===== src/rtl/pc_gen.sv =====
// pc_gen: program-counter generator for the instruction-fetch stage.
// Produces the fetch address and the instruction-memory enable. It advances by
// STEP and accepts redirects from later stages. While held (stall or memory not
// ready) it stores the most recent redirect and applies it at the next advance.
//
// Ports:
//   clk             system clock, rising edge
//   rst             asynchronous reset, active high
//   stall           pipeline stall, holds pc
//   memReady        instruction memory accepted the current fetch
//   branchEnable    redirect request (one-cycle pulse)
//   branchTarget    redirect address
//   pc              current fetch address (registered)
//   chipEnable      instruction-memory enable (registered)
//   redirectPending a held redirect is waiting to be applied (registered)
module pc_gen #(
  parameter int unsigned            ADDR_WIDTH   = 32,
  parameter int unsigned            STEP         = 4,
  parameter logic [ADDR_WIDTH-1:0]  RESET_VECTOR = '0
) (
  input  logic                  clk,
  input  logic                  rst,
  input  logic                  stall,
  input  logic                  memReady,
  input  logic                  branchEnable,
  input  logic [ADDR_WIDTH-1:0] branchTarget,
  output logic [ADDR_WIDTH-1:0] pc,
  output logic                  chipEnable,
  output logic                  redirectPending
);

  // Clears the low log2(STEP) bits; an all-ones mask when STEP is 1.
  localparam logic [ADDR_WIDTH-1:0] ALIGN_MASK = ~ADDR_WIDTH'(STEP - 1);
  localparam logic [ADDR_WIDTH-1:0] STEP_INC   = ADDR_WIDTH'(STEP);

  typedef enum logic {
    IDLE = 1'b0,
    RUN  = 1'b1
  } state_t;

  state_t                  state_q, state_d;
  logic [ADDR_WIDTH-1:0]   pc_d;
  logic                    ce_d;
  logic                    pend_d;
  logic [ADDR_WIDTH-1:0]   pend_tgt_q, pend_tgt_d;
  logic [ADDR_WIDTH-1:0]   branch_aligned;
  logic                    advance;

  assign branch_aligned = branchTarget & ALIGN_MASK;
  assign advance        = !stall && memReady;

  // State and output registers.
  always_ff @(posedge clk or posedge rst) begin
    if (rst) begin
      state_q         <= IDLE;
      pc              <= RESET_VECTOR;
      chipEnable      <= 1'b0;
      redirectPending <= 1'b0;
      pend_tgt_q      <= '0;
    end else begin
      state_q         <= state_d;
      pc              <= pc_d;
      chipEnable      <= ce_d;
      redirectPending <= pend_d;
      pend_tgt_q      <= pend_tgt_d;
    end
  end

  // Next-state and next-output logic.
  always_comb begin
    state_d    = state_q;
    pc_d       = pc;
    ce_d       = chipEnable;
    pend_d     = redirectPending;
    pend_tgt_d = pend_tgt_q;

    unique case (state_q)
      // First edge out of reset only enables memory; RESET_VECTOR is fetched first.
      IDLE: begin
        state_d = RUN;
        ce_d    = 1'b1;
      end

      RUN: begin
        ce_d = 1'b1;
        if (advance) begin
          if (branchEnable) begin
            // A direct branch supersedes any stored redirect.
            pc_d   = branch_aligned;
            pend_d = 1'b0;
          end else if (redirectPending) begin
            pc_d   = pend_tgt_q;
            pend_d = 1'b0;
          end else begin
            pc_d = pc + STEP_INC;
          end
        end else if (branchEnable) begin
          // Held: keep the most recent redirect for the next advance.
          pend_tgt_d = branch_aligned;
          pend_d     = 1'b1;
        end
      end

      default: begin
        state_d = IDLE;
      end
    endcase
  end

endmodule


===== config.mk =====
export PLATFORM = sky130hd
export DESIGN_NAME = pc_gen
export DESIGN_NICKNAME = d
export VERILOG_FILES = /design/src/rtl/pc_gen.sv
export SDC_FILE = /design/constraint.sdc
export NUM_CORES = 1
export LEC_CHECK = 0
export CAP_MARGIN = 20
export CORE_MARGIN = 2
export CORE_UTILIZATION = 26
export CTS_CLUSTER_DIAMETER = 50
export DETAILED_ROUTE_END_ITERATION = 8
export PLACE_DENSITY_LB_ADDON = 0.3
export SETUP_SLACK_MARGIN = 0.3
export SLEW_MARGIN = 20
export SYNTH_ARGS = -nofsm -noshare
export SYNTH_HDL_FRONTEND = slang
export SYNTH_SLANG_ARGS = --single-unit

===== constraint.sdc =====
create_clock -name clk -period 2.4 [get_ports clk]
set_input_delay 0.36 -clock clk [delete_from_list [all_inputs] [get_ports clk]]
set_output_delay 0.36 -clock clk [all_outputs]
set_load 0.02 [all_outputs]

Yosys cells after proc, flatten, opt, wreduce, memory -nomap -nowiden --
Index checks and enable logic that the tools add are counted.
Operators by class: divide/modulo/power cells 0, $add $sub $neg 1, mux-type cells 4, equal/unequal tests 0, shifts and indexed selects 0, multipliers 0, bitwise gates (word level) 1, reduce and logical (&&, ||, !) cells 6, $lt $le $gt $ge 0
Operator list (count):
- $mux 32 | 2
- $add 32x3->32 const B | 1
- $reduce_and 2->1 | 2
- $reduce_and 3->1 | 1
- $mux 1 | 2
- $reduce_bool 2->1 | 1
- $logic_and 1x1->1 | 1
- $logic_not 1->1 | 1
- $not 1->1 | 1
Word-level totals: register bits 64, output and inout bits 34, memory bits (read-only) 0, memories 0, word-level logic and storage cells 16, latch bits 0, RAM bits 0

Depth between registers and ports, before layout --
word-level depth 4, mapped depth 7, gate-level depth less buffers 5

Worst setup path before layout --
Ideal clock, no wire load.
path type register to register, start reg pc[2], end reg pc[28], clock period less this slack 2199 ps, cell stages (with the launch flop) 7, required time 2313 ps, path buffers 1, library setup time 87 ps, slack 201 ps, arrival time 2112 ps, path through dfrtp_1 -> ha_1 -> nand4_4 -> or4_4 -> buf_6 -> o31a_1 -> a211oi_2
On the way: word-level cells in the longest chain between the ends 3
Ends and longest elaborated chain:
- from (decl) | RTL line 27 | output logic [ADDR_WIDTH-1:0] pc,
- from (signal assigned) | RTL line 62 | pc <= pc_d;
- $add 32x3->32 | RTL line 95 | pc_d = pc + STEP_INC;
- $mux 32 | RTL line 91 | end else if (redirectPending) begin
- $mux 32 | RTL line 87 | if (branchEnable) begin
Every way passes these cells. A chain may end at the register's enable or synchronous reset.

Worst setup path in the final report --
start reg pc[3], end reg pc[24]
The elaborated chain is that of the path after synthesis.

==> results list <==
* Status: finished, final reports clean
- After detailed routing, the number of vias per cell comes to between 5 and 6.
- Fill cell total of the finished layout: between 1k and 1.5k
- Before antenna repair, the detailed router went through 4 iterations.
* Routability Congestion: approximately 0.80
- CTS placed an instance of sky130_fd_sc_hd__clkbuf_16 at the clock tree root.
* Number of endpoints with negative hold slack in the final report: 0
* Total track usage: approximately 14%
- Count of different cell masters after synthesis: 55
- Number of antenna violations at the first check in global routing: 0
* H-tree depth reported by CTS: 3
- Unrepaired setup endpoints after global routing: yes
- Tightest Hold Check Type: input port to asynchronous set/reset pin
- Total I/O pin count: 71
- Summing every instance area after synthesis gives 3710 µm².
* Max-cap violations: 0
- The initial utilization of the core area, before any placement, comes to approximately a quarter.
- DRT iter0 DRCs: 197
- Counting the buffers created by CTS gives 9.
- Cell count after synthesis: a little over 400
* Async set-or-reset flop fraction in the synthesized netlist: 100.0%
- In this run the static leakage power is around 1.9 nW.
- Peak ir drop on the vdd network: about 260 µV
- Net Switching: approximately 1.3 mW
* Maximum fanout encountered on the critical timing path: 9
- DR vias: between 3k and 4k
* Maximum buffer depth of the clock tree: 2
* Share of post-route cells with drive strength above 1: between 10 and 15%
- Registers are responsible for about two fifths of the overall power.
- TritonCTS built the clock tree.
- The first global-routing pass estimated between 15000 and 20000 µm of wire.
- Clock-pin slew was measured on the worst setup and hold paths at 50 ps.
- Dividing the synthesized area by the synthesized cell count gives 8.939 µm².
* Worst Path Arrival: 2250 ps
- Die width: 123.5 µm
* Worst setup path category: register to register
- Final critical path time including I/O delays and setup: roughly 2000 ps
- Most common library cell in the layout ignoring fill and taps: sky130_fd_sc_hd__clkdlybuf4s50_1
- Ys Warns: 0
- The die covers around 15000 µm².
- The count of buffers added on input and output ports is between 60 and 70.
* Final setup violation count: 0
* Final Net Count: around 520
- Clock latency reported for the late side of the worst-skew pair: between 300 and 400 ps
- The count of nets left with antenna violations once routing finished came out at 0.
- Die Span Y: between 100 and 150 µm
- Endpoint kind of the worst setup timing path: register
- Total power divided by cell area: slightly below 800 nW/µm²
- Slew Limit Fails: 0
- Main synth FF type: sky130_fd_sc_hd__dfrtp_1
* Clock tree sinks: 62
- The internal portion of the total power is between 2 and 3 mW.
- Kind of launch point of the worst setup path: register
* Post-route clock skew: ~6.3 ps
- The initialized floorplan defines 43 standard-cell rows.
* Final-layout setup total negative slack: 0 ps
- Req. time, crit path: 2620 ps
- Summed over all layers, the routed wires come to 10720 µm.
- Net switching is about a third of the power.
- Antenna cell count: 0
- Clock power share: between 30% and 40%
- Entering global routing, the biggest net connects 74 pins.
- Most frequent cells in the layout: 65 x sky130_fd_sc_hd__clkdlybuf4s50_1, 57 x sky130_fd_sc_hd__dfrtp_1, 41 x sky130_fd_sc_hd__a21oi_1
- Derived from the worst setup path, the maximum achievable clock frequency is around 0.5 GHz.
- Hold is met by 421.8 ps.
* Post-route DRC violation count: 0
* Post-DR wirelength/cell: between 15 and 20 µm
* Proportion of power drawn by combinational gates: between 30% and 40%
* Area grow syn2layout: 33.42%
- Via count of the first global-routing pass: approximately 3.2k
- Count of flip-flops with a built-in enable after synthesis: 0
- In this run, synthesis produced a sequential element count of 62.
* Seq/Total Area, Yosys: 41.82%
- Dividing the final minimum period by the clock period gives 84.48%.
- In this run the worst setup path begins at pc[3].
- The floorplan step defined a core boundary enclosing between 10000 and 15000 µm².
- In this run the critical register-to-register path is launched from pc[3].
- Sum of overflow across all layers after global routing: 0
* # hold bufs at CTS: 0
- Once detailed placement completed, the half-perimeter wirelength came to just under 7000 µm.
-- Yosys cell counts (all sizes together) (2+ instances only) --
cell type,instances,area (µm²)
nand2,32,120.1
mux2,19,214.0
a221o,2,20.02
nor3,13,65.06
or3,2,12.51
o31ai,14,105.1
a211oi,10,80.07
nand4,6,67.56
o41ai,3,33.79
or4,3,30.03
or2,2,12.52
a21oi,42,210.2
a211o,3,26.28
o31a,3,26.28
nor2,15,56.30
buf,7,48.79
inv,18,67.56
a311oi,3,26.28
xnor2,5,43.79
o211ai,4,30.03
clkbuf,28,105.1
mux2i,3,30.03
nor3b,7,52.55
nand2b,7,43.79
conb,2,7.510
nand3,13,65.06
dfrtp,62,1551
o211a,2,20.02
o21ai,37,185.2
nor2b,13,81.33
o311a,3,30.03
nor4,7,43.79
o21a,5,37.54
o221ai,2,17.52
and3,5,31.28
-- critical path: stages (launching register included) --
cell	delay, ps
sky130_fd_sc_hd__dfrtp_2	430
sky130_fd_sc_hd__ha_4	180
sky130_fd_sc_hd__nand4_4	190
sky130_fd_sc_hd__or4_4	590
sky130_fd_sc_hd__o311a_1	370
sky130_fd_sc_hd__a21o_1	160
-- registers in the layout (all words and copies together) (netlist names) --
name and flops:
state_q 1, redirectPending 1, pc 30, pend_tgt_q 30
-- worst paths after layout --
| path | to | slack [ps] | cells past startpoint |
|---|---|---|---|
| max in group asynchronous | pend_tgt_q[30] | 1690 | 3 |
| hold reg to reg | pend_tgt_q[7] | 500 | 1 |
| setup reg to reg | pc[24] | 370 | 5 |
| setup / recovery | pc[24] | 370 | 5 |
| hold / removal | pend_tgt_q[3] | 420 | 3 |
| min in group clk | pend_tgt_q[7] | 500 | 1 |
-- final cells by class --
class                   instances  area, µm²  area share (%)
flip-flops and latches         62       1558           31.47
repair buffers                 86      855.8           17.29
clock buffers                  11      242.7           4.904
clock inverters                 5      25.02          0.5056
multi-input cells             302       1976           39.91
inverters                      18      67.56           1.365
well taps                     180      225.2           4.550
-- cells by family (layout without fill, tap and decap cells) --
logic type | after synthesis | count (layout) | synth area share, %
compound gates | 140 | 140 | 24.42
simple gates | 130 | 131 | 19.49
flops | 62 | 62 | 41.82
buf+inv | 53 | 120 | 5.969
mux | 22 | 22 | 6.577
xor+xnor | 5 | 5 | 1.180
other cells | 2 | 3 | 0.2024
fa+ha+maj | 1 | 1 | 0.3372
-- stage by stage --
step / cells / total power [mW] / utilization [%] / cell area [µm²] / setup slack (ps)
finish: 664 / 3.818 / 35.52 / 4950 / 372.4
global route: 664 / 4.028 / 35.52 / 4950 / 282.1
CTS: 661 / 3.824 / 35.24 / 4911 / 305.9
detailed placement: 644 / 2.633 / 33.27 / 4636 / 244.8
global placement: 644 / 2.603 / 33.27 / 4636 / 274.4
floorplan: 416 / 2.120 / - / 3719 / 314.9
-- what timing repair did --
action,in CTS,in global routing
gates resized for setup,0,4
pin swaps,1,1
hold endpoints to repair,0,0
buffers inserted,1,2
endpoints found under the setup margin,3,5
gates cloned,0,1
-- power by group through the flow --
stage / Sequential, mW / Combinational (mW) / Clock [mW]
6_report: 1.49 / 1.15 / 1.19
5_1_grt: 1.52 / 1.25 / 1.25
4_1_cts: 1.48 / 1.14 / 1.20
3_5_place_dp: 1.50 / 1.13 / 0
3_3_place_gp: 1.49 / 1.11 / 0
2_1_floorplan: 1.59 / 0.532 / 0
-- metal layers --
metal	GRT usage, %	vias up	wire, µm
met5	0	-	0
met4	4.332	0	138
met3	3.506	8	524
met2	21.29	77	4776
met1	19.58	1621	5278
li1	-	1648	-
No activity file was read; power rests on OpenSTA's default activity.
